--- config.mk ---
export PLATFORM = sky130hd
export DESIGN_NAME = clause_array_bcp
export DESIGN_NICKNAME = d
export VERILOG_FILES = /design/src/rtl/clause_array_bcp.sv
export SDC_FILE = /design/constraint.sdc
export NUM_CORES = 1
export LEC_CHECK = 0
export CAP_MARGIN = 10
export CORE_ASPECT_RATIO = 2
export CORE_UTILIZATION = 47
export CTS_CLUSTER_DIAMETER = 60
export DETAILED_ROUTE_END_ITERATION = 8
export PLACE_DENSITY_LB_ADDON = 0.15
export RECOVER_POWER = 50
export SKIP_CTS_REPAIR_TIMING = 1
export SLEW_MARGIN = 20
export SYNTH_ARGS = -nofsm -noshare
export SYNTH_HDL_FRONTEND = slang
export SYNTH_SLANG_ARGS = --single-unit
--- constraint.sdc ---
create_clock -name clk -period 4.7 [get_ports clk]
set_input_delay 0.94 -clock clk [delete_from_list [all_inputs] [get_ports clk]]
set_output_delay 0.94 -clock clk [all_outputs]
set_load 0.005 [all_outputs]
--- src/rtl/clause_array_bcp.sv ---
// One bin of clauses: literal storage, valid/learnt flags, free-slot search and a
// 3-stage pipelined unit-propagation evaluation with conflict detection.
module clause_array_bcp #(
  parameter int unsigned NUM_CLAUSES_A_BIN = 2,
  parameter int unsigned NUM_VARS_A_BIN    = 8,
  parameter int unsigned WIDTH_C_LEN       = 5,
  parameter int unsigned WIDTH_C_IDX       = 1
) (
  input  logic                                     clk,
  input  logic                                     rst,
  input  logic [NUM_CLAUSES_A_BIN-1:0]             wr_i,
  input  logic [2*NUM_VARS_A_BIN-1:0]              lit_i,
  input  logic                                     learnt_i,
  input  logic [WIDTH_C_LEN-1:0]                   clause_len_i,
  input  logic                                     start_i,
  input  logic [3*NUM_VARS_A_BIN-1:0]              var_value_frombase_i,
  output logic [3*NUM_VARS_A_BIN-1:0]              var_value_tobase_o,
  output logic [WIDTH_C_LEN*NUM_CLAUSES_A_BIN-1:0] clause_len_o,
  input  logic                                     apply_backtrack_i,
  output logic                                     busy_o,
  output logic                                     done_o,
  output logic                                     conflict_o,
  output logic [WIDTH_C_IDX-1:0]                   conflict_idx_o,
  output logic [WIDTH_C_IDX-1:0]                   free_idx_o,
  output logic                                     full_o
);

  localparam int unsigned N = NUM_CLAUSES_A_BIN;
  localparam int unsigned V = NUM_VARS_A_BIN;

  typedef enum logic [1:0] {StIdle, StS1, StS2, StS3} state_e;

  state_e state_q, state_d;

  // Clause storage
  logic [2*V-1:0]         lit_q    [N];
  logic [WIDTH_C_LEN-1:0] len_q    [N];
  logic [N-1:0]           learnt_q;
  logic [N-1:0]           valid_q;

  // Variable snapshot taken when an evaluation is accepted
  logic [V-1:0] asg_q, val_q;

  // Stage-1 results: conflict flag and polarity-split unit implications per clause
  logic [N-1:0] conf_q;
  logic [V-1:0] pos_q [N];
  logic [V-1:0] neg_q [N];

  // Evaluation outputs
  logic [3*V-1:0]         tobase_q;
  logic                   conflict_q;
  logic [WIDTH_C_IDX-1:0] conflict_idx_q;

  // Only assigned/value are meaningful in the incoming triplets
  logic [V-1:0] spare_bits;
  logic         unused_spare;
  assign unused_spare = ^spare_bits;

  always_comb begin
    spare_bits = '0;
    for (int i = 0; i < int'(V); i++) begin
      spare_bits[i] = var_value_frombase_i[3*i];
    end
  end

  // FSM
  always_comb begin
    state_d = state_q;
    unique case (state_q)
      StIdle:  if (start_i) state_d = StS1;
      StS1:    state_d = StS2;
      StS2:    state_d = StS3;
      StS3:    state_d = StIdle;
      default: state_d = StIdle;
    endcase
    if (apply_backtrack_i) state_d = StIdle;
  end

  always_ff @(posedge clk) begin
    if (rst) state_q <= StIdle;
    else     state_q <= state_d;
  end

  // Stage 1: per-clause literal classification
  logic [V-1:0] true_v [N];
  logic [V-1:0] free_v [N];
  logic [V-1:0] pol_v  [N];
  logic [N-1:0] st_conf, st_unit;

  always_comb begin
    st_conf = '0;
    st_unit = '0;
    for (int k = 0; k < int'(N); k++) begin
      true_v[k] = '0;
      free_v[k] = '0;
      pol_v[k]  = '0;
      for (int i = 0; i < int'(V); i++) begin
        pol_v[k][i]  = lit_q[k][2*i];
        true_v[k][i] = lit_q[k][2*i+1] & asg_q[i] & (val_q[i] == lit_q[k][2*i]);
        free_v[k][i] = lit_q[k][2*i+1] & ~asg_q[i];
      end
      // An empty clause has no free literal and no true literal, so it lands in conflict
      st_conf[k] = valid_q[k] & ~(|true_v[k]) & (free_v[k] == '0);
      st_unit[k] = valid_q[k] & ~(|true_v[k]) & (free_v[k] != '0) &
                   ((free_v[k] & (free_v[k] - V'(1))) == '0);
    end
  end

  // Stage 2: implication merge and conflict priority encode
  logic [V-1:0]           imp_pos, imp_neg;
  logic [3*V-1:0]         tobase_d;
  logic                   conflict_d;
  logic [WIDTH_C_IDX-1:0] conflict_idx_d;

  always_comb begin
    imp_pos        = '0;
    imp_neg        = '0;
    tobase_d       = '0;
    conflict_idx_d = '0;
    for (int k = 0; k < int'(N); k++) begin
      imp_pos = imp_pos | pos_q[k];
      imp_neg = imp_neg | neg_q[k];
    end
    for (int i = 0; i < int'(V); i++) begin
      tobase_d[3*i+2] = imp_pos[i] | imp_neg[i];
      tobase_d[3*i+1] = imp_pos[i];
      tobase_d[3*i]   = imp_pos[i] & imp_neg[i];
    end
    conflict_d = (|conf_q) | (|(imp_pos & imp_neg));
    for (int k = int'(N) - 1; k >= 0; k--) begin
      if (conf_q[k]) conflict_idx_d = WIDTH_C_IDX'(k);
    end
  end

  // Datapath registers
  always_ff @(posedge clk) begin
    if (rst) begin
      learnt_q       <= '0;
      valid_q        <= '0;
      asg_q          <= '0;
      val_q          <= '0;
      conf_q         <= '0;
      tobase_q       <= '0;
      conflict_q     <= 1'b0;
      conflict_idx_q <= '0;
      for (int k = 0; k < int'(N); k++) begin
        lit_q[k] <= '0;
        len_q[k] <= '0;
        pos_q[k] <= '0;
        neg_q[k] <= '0;
      end
    end else if (apply_backtrack_i) begin
      conf_q         <= '0;
      tobase_q       <= '0;
      conflict_q     <= 1'b0;
      conflict_idx_q <= '0;
      for (int k = 0; k < int'(N); k++) begin
        pos_q[k] <= '0;
        neg_q[k] <= '0;
        if (learnt_q[k]) begin
          valid_q[k] <= 1'b0;
          len_q[k]   <= '0;
        end
      end
    end else begin
      unique case (state_q)
        StIdle: begin
          for (int k = 0; k < int'(N); k++) begin
            if (wr_i[k]) begin
              lit_q[k]    <= lit_i;
              len_q[k]    <= clause_len_i;
              learnt_q[k] <= learnt_i;
              valid_q[k]  <= 1'b1;
            end
          end
          if (start_i) begin
            for (int i = 0; i < int'(V); i++) begin
              asg_q[i] <= var_value_frombase_i[3*i+2];
              val_q[i] <= var_value_frombase_i[3*i+1];
            end
          end
        end
        StS1: begin
          conf_q <= st_conf;
          for (int k = 0; k < int'(N); k++) begin
            pos_q[k] <= st_unit[k] ? (free_v[k] & pol_v[k])  : '0;
            neg_q[k] <= st_unit[k] ? (free_v[k] & ~pol_v[k]) : '0;
          end
        end
        StS2: begin
          tobase_q       <= tobase_d;
          conflict_q     <= conflict_d;
          conflict_idx_q <= conflict_idx_d;
        end
        default: ;
      endcase
    end
  end

  // Free-slot search and status outputs
  always_comb begin
    free_idx_o   = '0;
    clause_len_o = '0;
    for (int k = int'(N) - 1; k >= 0; k--) begin
      if (!valid_q[k]) free_idx_o = WIDTH_C_IDX'(k);
    end
    for (int k = 0; k < int'(N); k++) begin
      clause_len_o[(int'(N) - 1 - k)*int'(WIDTH_C_LEN) +: WIDTH_C_LEN] = len_q[k];
    end
  end

  assign full_o             = &valid_q;
  assign busy_o             = (state_q != StIdle);
  assign done_o             = (state_q == StS3);
  assign var_value_tobase_o = tobase_q;
  assign conflict_o         = conflict_q;
  assign conflict_idx_o     = conflict_idx_q;

endmodule

## Yosys cells after proc, flatten, opt, wreduce, memory -nomap -nowiden

Memory sizes are Yosys's and may differ from the RTL's.
Cells that the tools add are included.

- Bits in registers: 50
- Bits in writable memories: 74
- Bits of input ports: 52
- Output and inout bits: 40
- Word-level logic and storage cells: 227
- Memories: 4

Memories:

| name | words | width | rd ports | clocked after memory_dff | write ports | RTL line | RTL |
|---|---|---|---|---|---|---|---|
| lit_q | 2 | 16 | 2 | 0 | 2 | 36 | `logic [2*V-1:0] lit_q [N];` |
| neg_q | 2 | 8 | 2 | 0 | 2 | 47 | `logic [V-1:0] neg_q [N];` |
| pos_q | 2 | 8 | 2 | 0 | 2 | 46 | `logic [V-1:0] pos_q [N];` |
| len_q | 2 | 5 | 2 | 0 | 2 | 37 | `logic [WIDTH_C_LEN-1:0] len_q [N];` |

- $add $sub $neg: 2
- Equal/unequal tests: 22
- Multiplexer cells: 57
- Bitwise gates (word level): 109
- Reductions and logical operators: 22

Operator list:

| kind | count |
|---|---|
| 8-bit two-way mux | 12 |
| 1-bit AND | 64 |
| 8-bit AND | 7 |
| 1-bit two-way mux | 35 |
| 8-bit logical NOT | 4 |
| 16-bit two-way mux | 2 |
| 8-bit OR reduction | 3 |
| 1-bit bitwise OR | 23 |
| 5-bit two-way mux | 4 |
| 1-bit == test | 16 |
| 8-bit NOT | 2 |
| 8-bit bitwise OR | 2 |
| 8-bit nonzero test | 2 |
| 8-bit by 1-bit subtractor with 8-bit output, second input constant | 2 |
| 3-bit AND reduction | 5 |
| 1-bit NOT | 11 |
| 2-bit case mux with 4 select lines | 1 |
| 2-bit nonzero test | 4 |
| 2-bit two-way mux | 3 |
| 2-bit == test, second input constant | 2 |
| 2-bit by 1-bit inequality test with 1-bit output, second input constant | 2 |
| 2-bit OR reduction | 2 |
| 2-bit by 1-bit == test with 1-bit output, second input constant | 1 |
| 2-bit logical NOT | 1 |
| 2 further kinds | 2 |

## Longest topological paths before layout

Gate-level depths: netlist (run 1).

- Depth in word-level cells: 9
- Gate-level depth with buffers: 9
- Mapped depth without buffers: 7

## Least setup slack after synthesis (run 1)

Ideal clock, no wire load.

- Path type: in2reg
- From: input port apply_backtrack_i
- To: memory neg_q[0][0] (netlist name) (enable)
- Setup time: 0.387 ns
- Data arrival time: 2.051 ns
- Required time: 4.313 ns
- Slack: 2.262 ns
- Stages: 4
- Path buffers: 1
- Path through: or2_2 > clkbuf_1 > nor2_1 > inv_1

RTL lines:

| what | RTL line | RTL |
|---|---|---|
| start: declaration | 19 | `input logic apply_backtrack_i,` |
| end: declaration | 47 |  |

==> results of run 1 <==
[per-layer routing]
metal,vias up,GRT usage,share of wire
met1,1768,0.192,0.35
met5,-,0,0
met3,42,0.0461,0.033
met4,0,0.168,0.064
li1,1866,-,-
met2,113,0.414,0.56
[path summary, 6_finish.rpt]
path,startpoint,to,slack [ns],cells after the start
min reg2reg,learnt_q[0],learnt_q[0],0.46,2
max,rst,pos_q[0][15],1.03,8
min,learnt_q[0],learnt_q[0],0.46,2
max reg2reg,state_q[0],len_q[0][4],1.99,8
[worst min-delay path, stage by stage (launching register included)]
cell     delay [ns]
dfxtp_1        0.31
nand2_1        0.05
a21oi_1        0.05
[metrics by stage]
step | power [W] | cell area (sq um)
5_1_grt | 0.00284 | 6750
3_3_place_gp | 0.00149 | 6170
6_report | 0.00274 | 6750
4_1_cts | 0.00277 | 6770
3_5_place_dp | 0.00150 | 6170
2_1_floorplan | 0.00139 | 5190
[power by group]
part / total, W / switching [W] / internal (W)
logic: 0.000229 / 0.000131 / 0.0000982
registers: 0.00124 / 0.0000323 / 0.00121
clock network: 0.00127 / 0.000438 / 0.000836
[kinds of logic (layout without fill, tap and decap cells)]
kind of cell / count (synthesis) / after routing / share of synthesized area
AOI/OAI and AO/OA: 73 / 73 / 0.0822
xor gates and xnor gates: 17 / 17 / 0.0287
adders and majority gates: 4 / 4 / 0.00964
buffers and inverters: 26 / 130 / 0.0207
DFF: 124 / 124 / 0.621
muxes: 9 / 9 / 0.0183
and+or+nand+nor: 214 / 214 / 0.220
[cell type report]
class,instances,area [sq um],area share
multi-input cells,317,1860,0.276
well taps,140,175,0.0259
inverters,8,30.0,0.00445
clock inverters,14,151,0.0224
repair buffers,90,872,0.129
flip-flops and latches,124,3220,0.477
clock buffers,18,439,0.0650
[state kept, by name, summed over array words and instances (netlist names)]
signal              count
pos_q                  16
conflict_idx_o          1
var_value_tobase_o     24
val_q                   8
len_q                  10
asg_q                   8
valid_q                 2
state_q                 2
learnt_q                2
conf_q                  2
neg_q                  16
lit_q                  32
conflict_o              1
[placed cells by master, fill, tap and decap left out, drive strengths merged, types with 2 or more instances in the layout]
master | netlist | routed
bufinv | 0 | 3
o22ai | 8 | 8
edfxtp | 74 | 74
mux2i | 8 | 8
and3 | 4 | 4
nor4b | 10 | 10
o21ai | 14 | 14
inv | 8 | 8
buf | 5 | 4
o2111ai | 2 | 2
nor2b | 4 | 4
xor2 | 12 | 12
nand3b | 4 | 4
a21oi | 27 | 27
ha | 4 | 4
nor4 | 22 | 22
and2 | 23 | 23
xnor2 | 5 | 5
clkbuf | 13 | 21
nor3 | 5 | 5
a31oi | 11 | 11
clkinvlp | 0 | 3
a211oi | 8 | 8
dlygate4sd3 | 0 | 41
nand2b | 14 | 14
or2b | 7 | 7
dfxtp | 50 | 50
clkinv | 0 | 8
nor2 | 49 | 49
nand3 | 6 | 6
nand2 | 60 | 60
o22a | 2 | 2
clkdlybuf4s50 | 0 | 42
or3 | 2 | 2
==> results.cfg, run 1 <==
[logic_synthesis]
yosysMostFrequentCell = edfxtp_1
synth_ff_type = edfxtp_1
synth_edf_count = 74
ys_top_cells_by_area = edfxtp_1 43%, dfxtp_1 19%, nand2_1 4.3%
ys_warn_count = 0
synth_async_sr_flop_share = 0
synth.avg_cell_area_sq_um = 11.1
netlist_instances = 467
seq_area_frac_synth = 0.621
post-synth-top-area-cell = edfxtp_1
yosys-top-cells-count = 74 x edfxtp_1, 60 x nand2_1, 50 x dfxtp_1, 49 x nor2_1, 27 x a21oi_1
synth-seq-cells = 124
netlist-cell-type-count = 42
netlist_area_sq_um = 5190
synth_top_cell_area_share = 0.428
syn_nets = 523

[setup_path]
cp-end-kind = flip-flop
crit_type = input pin to flip-flop
cp_cell_sequence = dlygate4sd3_1 -> buf_4 -> nor2_1 -> clkbuf_1 -> o2111ai_1 -> nor3_2 -> nand3_1 -> nor4b_1
slowest_delay_ns = 0.53
crit_required_ns = 4.88
path_buf_inv = 3
cpMaxStageDelayCell = dlygate4sd3_1
startpoint_type = input pin
cp_top_family = simple AND/OR/NAND/NOR gates
cp_max_fo = 24
worstPathArrival_ns = 3.84

[timing]
fmax_ghz = 0.273
period_minus_slack_ns = 3.67
setup_ws_ns = 1.03
finalSetupViolations = 0
tns_ns = 0
drv_slew = 0
rsz0062_at_grt = no
slew_headroom = 0.164
worst_pin_slew_ns = 1.25
fin_crit_sh = 0.780
worst_clock_skew_ns = 0.00796
hold_viol = 0
hold_ws_ns = 0.459

[placement]
port_buffers = 83
gp_congestion = 0.888
place_worst_setup_slack_ns = 1.24
dpl.hpwl_um = 8750
post-place-cells = 679

[global_route]
overflow = 0
grt_antenna_before_repair = 0
grt_pass1_vias = 3824
grtUsageTotal = 0.216
grt_first_pass_wirelength_um = 18400
grt_max_degree = 46

[floorplanning]
core_area_sq_um = 10800
die_h_um = 151
die_x_um = 76.3
io_pins = 92
dieArea_sq_um = 11500
row_count = 54
start_util = 0.480

[clock_tree]
clk_path_buf_depth = 2
numCtsBuffers = 17
htreeDepth = 4
clk_pin_slew_ns = 0.05
clockRootBuffer = clkbuf_16
cts_tree = done
clock_sinks = 124
clk_latency_ns = 0.41

[finish]
antenna_cells = 0
final_util = 0.625
syn_to_final_growth_pct = 30.0
fin_nets = 614
final_cells = 711
nFillCells = 910
layout-drive-gt1-share = 0.0841

[route]
drcViolationCount = 0
first_pass_iters = 4
vias = 3789
wirelength_um = 11300
vias_per_cell = 5.33
drtAntennaViolNets = 0
dr.first_iter.drc_count = 164
avgRoutedWirePerCell_um = 15.9

[job]
max_cap_violations = 0

[hold_path]
hold_class = flip-flop to flip-flop

[power]
cellPowerDensity_nw_per_um2 = 406
power.leakage_nw = 2.53
vdd_drop_max_v = 0.000287

[outcome]
status = completed
Power figures use the tool's default switching activity.
==> run 2: changes to the inputs <==
clock period = 3.4 ns   (was 4.7 ns; I/O delays follow)
==> run 2 against run 1 <==
  * Clock-buffer cell count grew 10
  * Critical path depth shrank 2
  * Critical path type unchanged
  * Register-to-register slack worse by 1.0 ns
  * Via count down 0.37%
  * Sequential share of layout area down 0.32 points
  * Clock power increased by 43%
==> results.cfg, run 2 (same netlist as run 1, synthesis figures left out) <==
[power]
vdd_drop_max_v = 0.000471
p_clk_frac = 0.470
p_seq_frac = 0.446
power.leakage_nw = 2.54
p_switching_w = 0.000825
p_sw_frac = 0.215
combPwrFrac = 0.083
cellPowerDensity_nw_per_um2 = 565
power.internal_w = 0.00302
finalPower_w = 0.00384

[clock_tree]
clockRootBuffer = clkbuf_16
clock_sinks = 124
clk_path_buf_depth = 2
htreeDepth = 4
cts_tree = done
clk_latency_ns = 0.41
clk_pin_slew_ns = 0.05
numCtsBuffers = 17

[placement]
port_buffers = 83
dpl-instance-area_sq_um = 6200
dpl.hpwl_um = 8800
gp_congestion = 0.912

[route]
vias_per_cell = 5.30
drtAntennaViolNets = 0
wirelength_um = 11400
first_pass_iters = 4
dr.first_iter.drc_count = 124
drcViolationCount = 0
vias = 3775
avgRoutedWirePerCell_um = 16.0

[setup_path]
worstPathArrival_ns = 2.90
startpoint_type = input pin
ff2ff_setup_slack_ns = 0.99
crit_required_ns = 3.51
crit_type = input pin to flip-flop
cp-end-kind = flip-flop
cp_max_fo = 24

[floorplanning]
dieArea_sq_um = 11500
row_count = 54
core_area_sq_um = 10800
die_h_um = 151
die_x_um = 76.3
start_util = 0.480
io_pins = 92

[finish]
final-seq-area_sq_um = 3220
syn_to_final_growth_pct = 30.9
final_cell_mix = 74 x edfxtp_1, 60 x nand2_1, 50 x dfxtp_1
mostFrequentLayoutCell = edfxtp_1
largest_register_ff_count = 32
multiInputGateArea_sq_um = 1870
regMostFlops = lit_q
stdcell_area_sq_um = 6800
antenna_cells = 0
nFillCells = 902
layout-drive-gt1-share = 0.0822
fin_nets = 615

[outcome]
status = completed

[global_route]
grt_antenna_before_repair = 0
grt_max_degree = 45
grtUsageTotal = 0.214
overflow = 0
grt_pass1_vias = 3743
grt_first_pass_wirelength_um = 18200

[timing]
hold_viol = 0
hold_ws_ns = 0.465
worst_clock_skew_ns = 0.00850
rsz0062_at_grt = no
period_minus_slack_ns = 2.79
tns_ns = 0
slew_headroom = 0.347
finalSetupViolations = 0
fin_crit_sh = 0.821
fmax_ghz = 0.358
worst_pin_slew_ns = 0.980
drv_slew = 0

[job]
max_cap_violations = 0

[hold_path]
hold_class = flip-flop to flip-flop
==> run 2: cell types whose count changed in the layout (fill, tap and decap cells not counted), moves of 3 or more <==
cell             delta
clkbuf_8            +5
clkdlybuf4s50_1     +4
clkbuf_1            +3
dlygate4sd3_1       -4
clkinv_2            -7
==> run 2: final timing paths <==
path	cells past startpoint	to	from
worst max-delay path	6	pos_q[0][0]	apply_backtrack_i
worst min-delay path	2	conflict_idx_o	conflict_idx_o
worst max register to register	7	lit_q[0][15]	state_q[0]
worst min register to register	2	conflict_idx_o	conflict_idx_o
==> run 2: layout make-up <==
cell class	instances	area share
Tap cell	140	0.0258
Inverter	8	0.00442
Clock inverter	4	0.00662
Multi-Input combinational cell	317	0.274
Timing Repair Buffer	91	0.131
Clock buffer	28	0.0837
Sequential cell	124	0.474
==> run 2: layer usage <==
| metal | vias up | GRT usage | wire (um) |
|---|---|---|---|
| li1 | 1868 | - | - |
| met1 | 1761 | 0.193 | 3930 |
| met2 | 115 | 0.408 | 6400 |
| met3 | 31 | 0.0503 | 419 |
| met4 | 0 | 0.159 | 620 |
| met5 | - | 0 | 0 |
==> run 2: metrics by stage <==
step | util | cells | setup slack, ns
6_report | 0.629 | 712 | 0.608
5_1_grt | 0.629 | 712 | 0.479
4_1_cts | 0.630 | 712 | 0.896
3_5_place_dp | 0.573 | 680 | 0.479
3_3_place_gp | 0.573 | 680 | 0.550
2_1_floorplan | - | 467 | 1.22
==> run 2: power by group through the flow <==
stage               Combinational (W)  Sequential (W)  Clock (W)
CTS                          0.000328         0.00172    0.00183
detailed placement           0.000327         0.00174          0
global route                 0.000349         0.00172    0.00188
finish                       0.000320         0.00171    0.00181
global placement             0.000321         0.00174          0
floorplan                    0.000185         0.00173          0
==> run 2: worst max-delay path, cell delays in order <==
cell and delay [ns]:
dlygate4sd3_1 0.64, or2_2 0.17, clkbuf_1 0.69, nor2_1 0.16, inv_1 0.33, buf_12 0.22
==> run 3: changes to the inputs <==
clock period = 2.5 ns   (was 3.4 ns; I/O delays follow)
==> run 3 against run 2 <==
  * Flip-flop and latch count unchanged
  * Sequential power increased by 36%
  * Hold slack got worse by 0.012 ns
  * Clock power increased by 26%
==> results.cfg, run 3 (same netlist as run 1, synthesis figures left out) <==
[outcome]
status = completed

[global_route]
grt_first_pass_wirelength_um = 18700
grt_max_degree = 45
grtUsageTotal = 0.221
grt_pass1_vias = 3890
grt_antenna_before_repair = 0
overflow = 0

[timing]
hold_viol = 0
worst_clock_skew_ns = 0.00914
slew_headroom = 0.440
period_minus_slack_ns = 2.25
drv_slew = 0
finalSetupViolations = 0
setup_ws_ns = 0.255
worst_pin_slew_ns = 0.839
fin_crit_sh = 0.898
rsz0062_at_grt = no
fmax_ghz = 0.445

[setup_path]
slowest_delay_ns = 0.51
r2r_cells = 5
cp_cell_sequence = inv_1 -> ha_1 -> inv_1 -> clkdlybuf4s50_1
worstSetupEndpoint = busy_o
cp-end-kind = primary output
startpoint = state_q[0]
cp_max_fo = 4
cpMostUsedCell = inv_1
crit_type = flip-flop to primary output
crit_required_ns = 2.00
startpoint_type = flip-flop
ff2ff_setup_slack_ns = 0.34
worstPathArrival_ns = 1.75
r2r_end = neg_q[0][1]
cpMaxStageDelayCell = clkdlybuf4s50_1
rr_startpoint = lit_q[0][2]

[job]
max_cap_violations = 0

[clock_tree]
numCtsBuffers = 17
cts_tree = done
clk_path_buf_depth = 2
htreeDepth = 4
clk_latency_ns = 0.41
clock_sinks = 124
clk_pin_slew_ns = 0.05
clockRootBuffer = clkbuf_16

[finish]
final_cell_mix = 74 x edfxtp_1, 60 x nand2_1, 50 x dfxtp_1
regMostFlops = lit_q
layout-drive-gt1-share = 0.0917
final_cells = 718
largest_register_ff_count = 32
mostFrequentLayoutCell = edfxtp_1
syn_to_final_growth_pct = 30.4
antenna_cells = 0
final_util = 0.627
fin_nets = 621

[floorplanning]
core_area_sq_um = 10800
die_x_um = 76.3
dieArea_sq_um = 11500
start_util = 0.480
io_pins = 92
die_h_um = 151
row_count = 54

[placement]
dpl.hpwl_um = 9060
place_worst_setup_slack_ns = -0.119
gp_congestion = 0.932
port_buffers = 83
post-place-cells = 686

[power]
power.leakage_nw = 2.53
cellPowerDensity_nw_per_um2 = 746
vdd_drop_max_v = 0.000667

[route]
vias = 3810
vias_per_cell = 5.31
wirelength_um = 11600
avgRoutedWirePerCell_um = 16.2
dr.first_iter.drc_count = 184
drcViolationCount = 0
first_pass_iters = 4
drtAntennaViolNets = 0

[hold_path]
hold_class = flip-flop to flip-flop
==> run 3: changes by cell type in the layout (fill, tap and decap cells not counted), moves of 2 or more <==
cell and change:
and2_0 +20, and2_1 -20, buf_4 +6, clkbuf_2 +2
clkbuf_8 -4, clkinv_1 -2, clkinv_2 +5
==> run 3: how the worst min path moves through the flow <==
| stage | from | endpoint | slack, ns | cells past startpoint |
|---|---|---|---|---|
| 3_5_place_dp | learnt_q[1] | learnt_q[1] | 0.45 | 2 |
| 4_1_cts | learnt_q[1] | learnt_q[1] | 0.45 | 2 |
| 3_3_place_gp | learnt_q[1] | learnt_q[1] | 0.45 | 2 |
| 6_report | learnt_q[1] | learnt_q[1] | 0.45 | 2 |
| 5_1_grt | learnt_q[1] | learnt_q[1] | 0.50 | 2 |
| 2_1_floorplan | conf_q[0] | conf_q[0] | 0.43 | 2 |
==> run 3: cell type report <==
| cell class | instances | area [sq um] |
|---|---|---|
| Tap cell | 140 | 175 |
| Clock inverter | 7 | 62.6 |
| Timing Repair Buffer | 97 | 923 |
| Clock buffer | 25 | 497 |
| Sequential cell | 124 | 3220 |
| Inverter | 8 | 30.0 |
| Multi-Input combinational cell | 317 | 1860 |
| Fill cell | 907 | 4040 |
==> run 3: routing by layer <==
layer | GRT usage | wire length (um)
met1 | 0.193 | 3980
met2 | 0.419 | 6460
met3 | 0.0552 | 465
met4 | 0.175 | 737
met5 | 0 | 0
==> run 3: critical path: cells and delay by family (launching register included) <==
family,cells,cell delay (ns)
flip-flops,1,0.38
buffers and inverters,3,0.72
adder cells (fa/ha/maj),1,0.24
==> run 3: through the flow <==
| step | area [sq um] | hold slack, ns | power (W) | TNS, ns |
|---|---|---|---|---|
| global route | 6770 | 0.495 | 0.00523 | 0 |
| CTS | 6790 | 0.454 | 0.00510 | 0 |
| floorplan | 5190 | 0.430 | 0.00261 | 0 |
| global placement | 6230 | 0.448 | 0.00281 | -0.366 |
| detailed placement | 6230 | 0.448 | 0.00282 | -1.14 |
| finish | 6770 | 0.453 | 0.00506 | 0 |
==> run 3: power breakdown <==
group / internal [W] / leakage [nW] / switching [W]
logic: 0.000193 / 1.04 / 0.000251
registers: 0.00227 / 1.21 / 0.0000607
clock network: 0.00147 / 0.276 / 0.000809
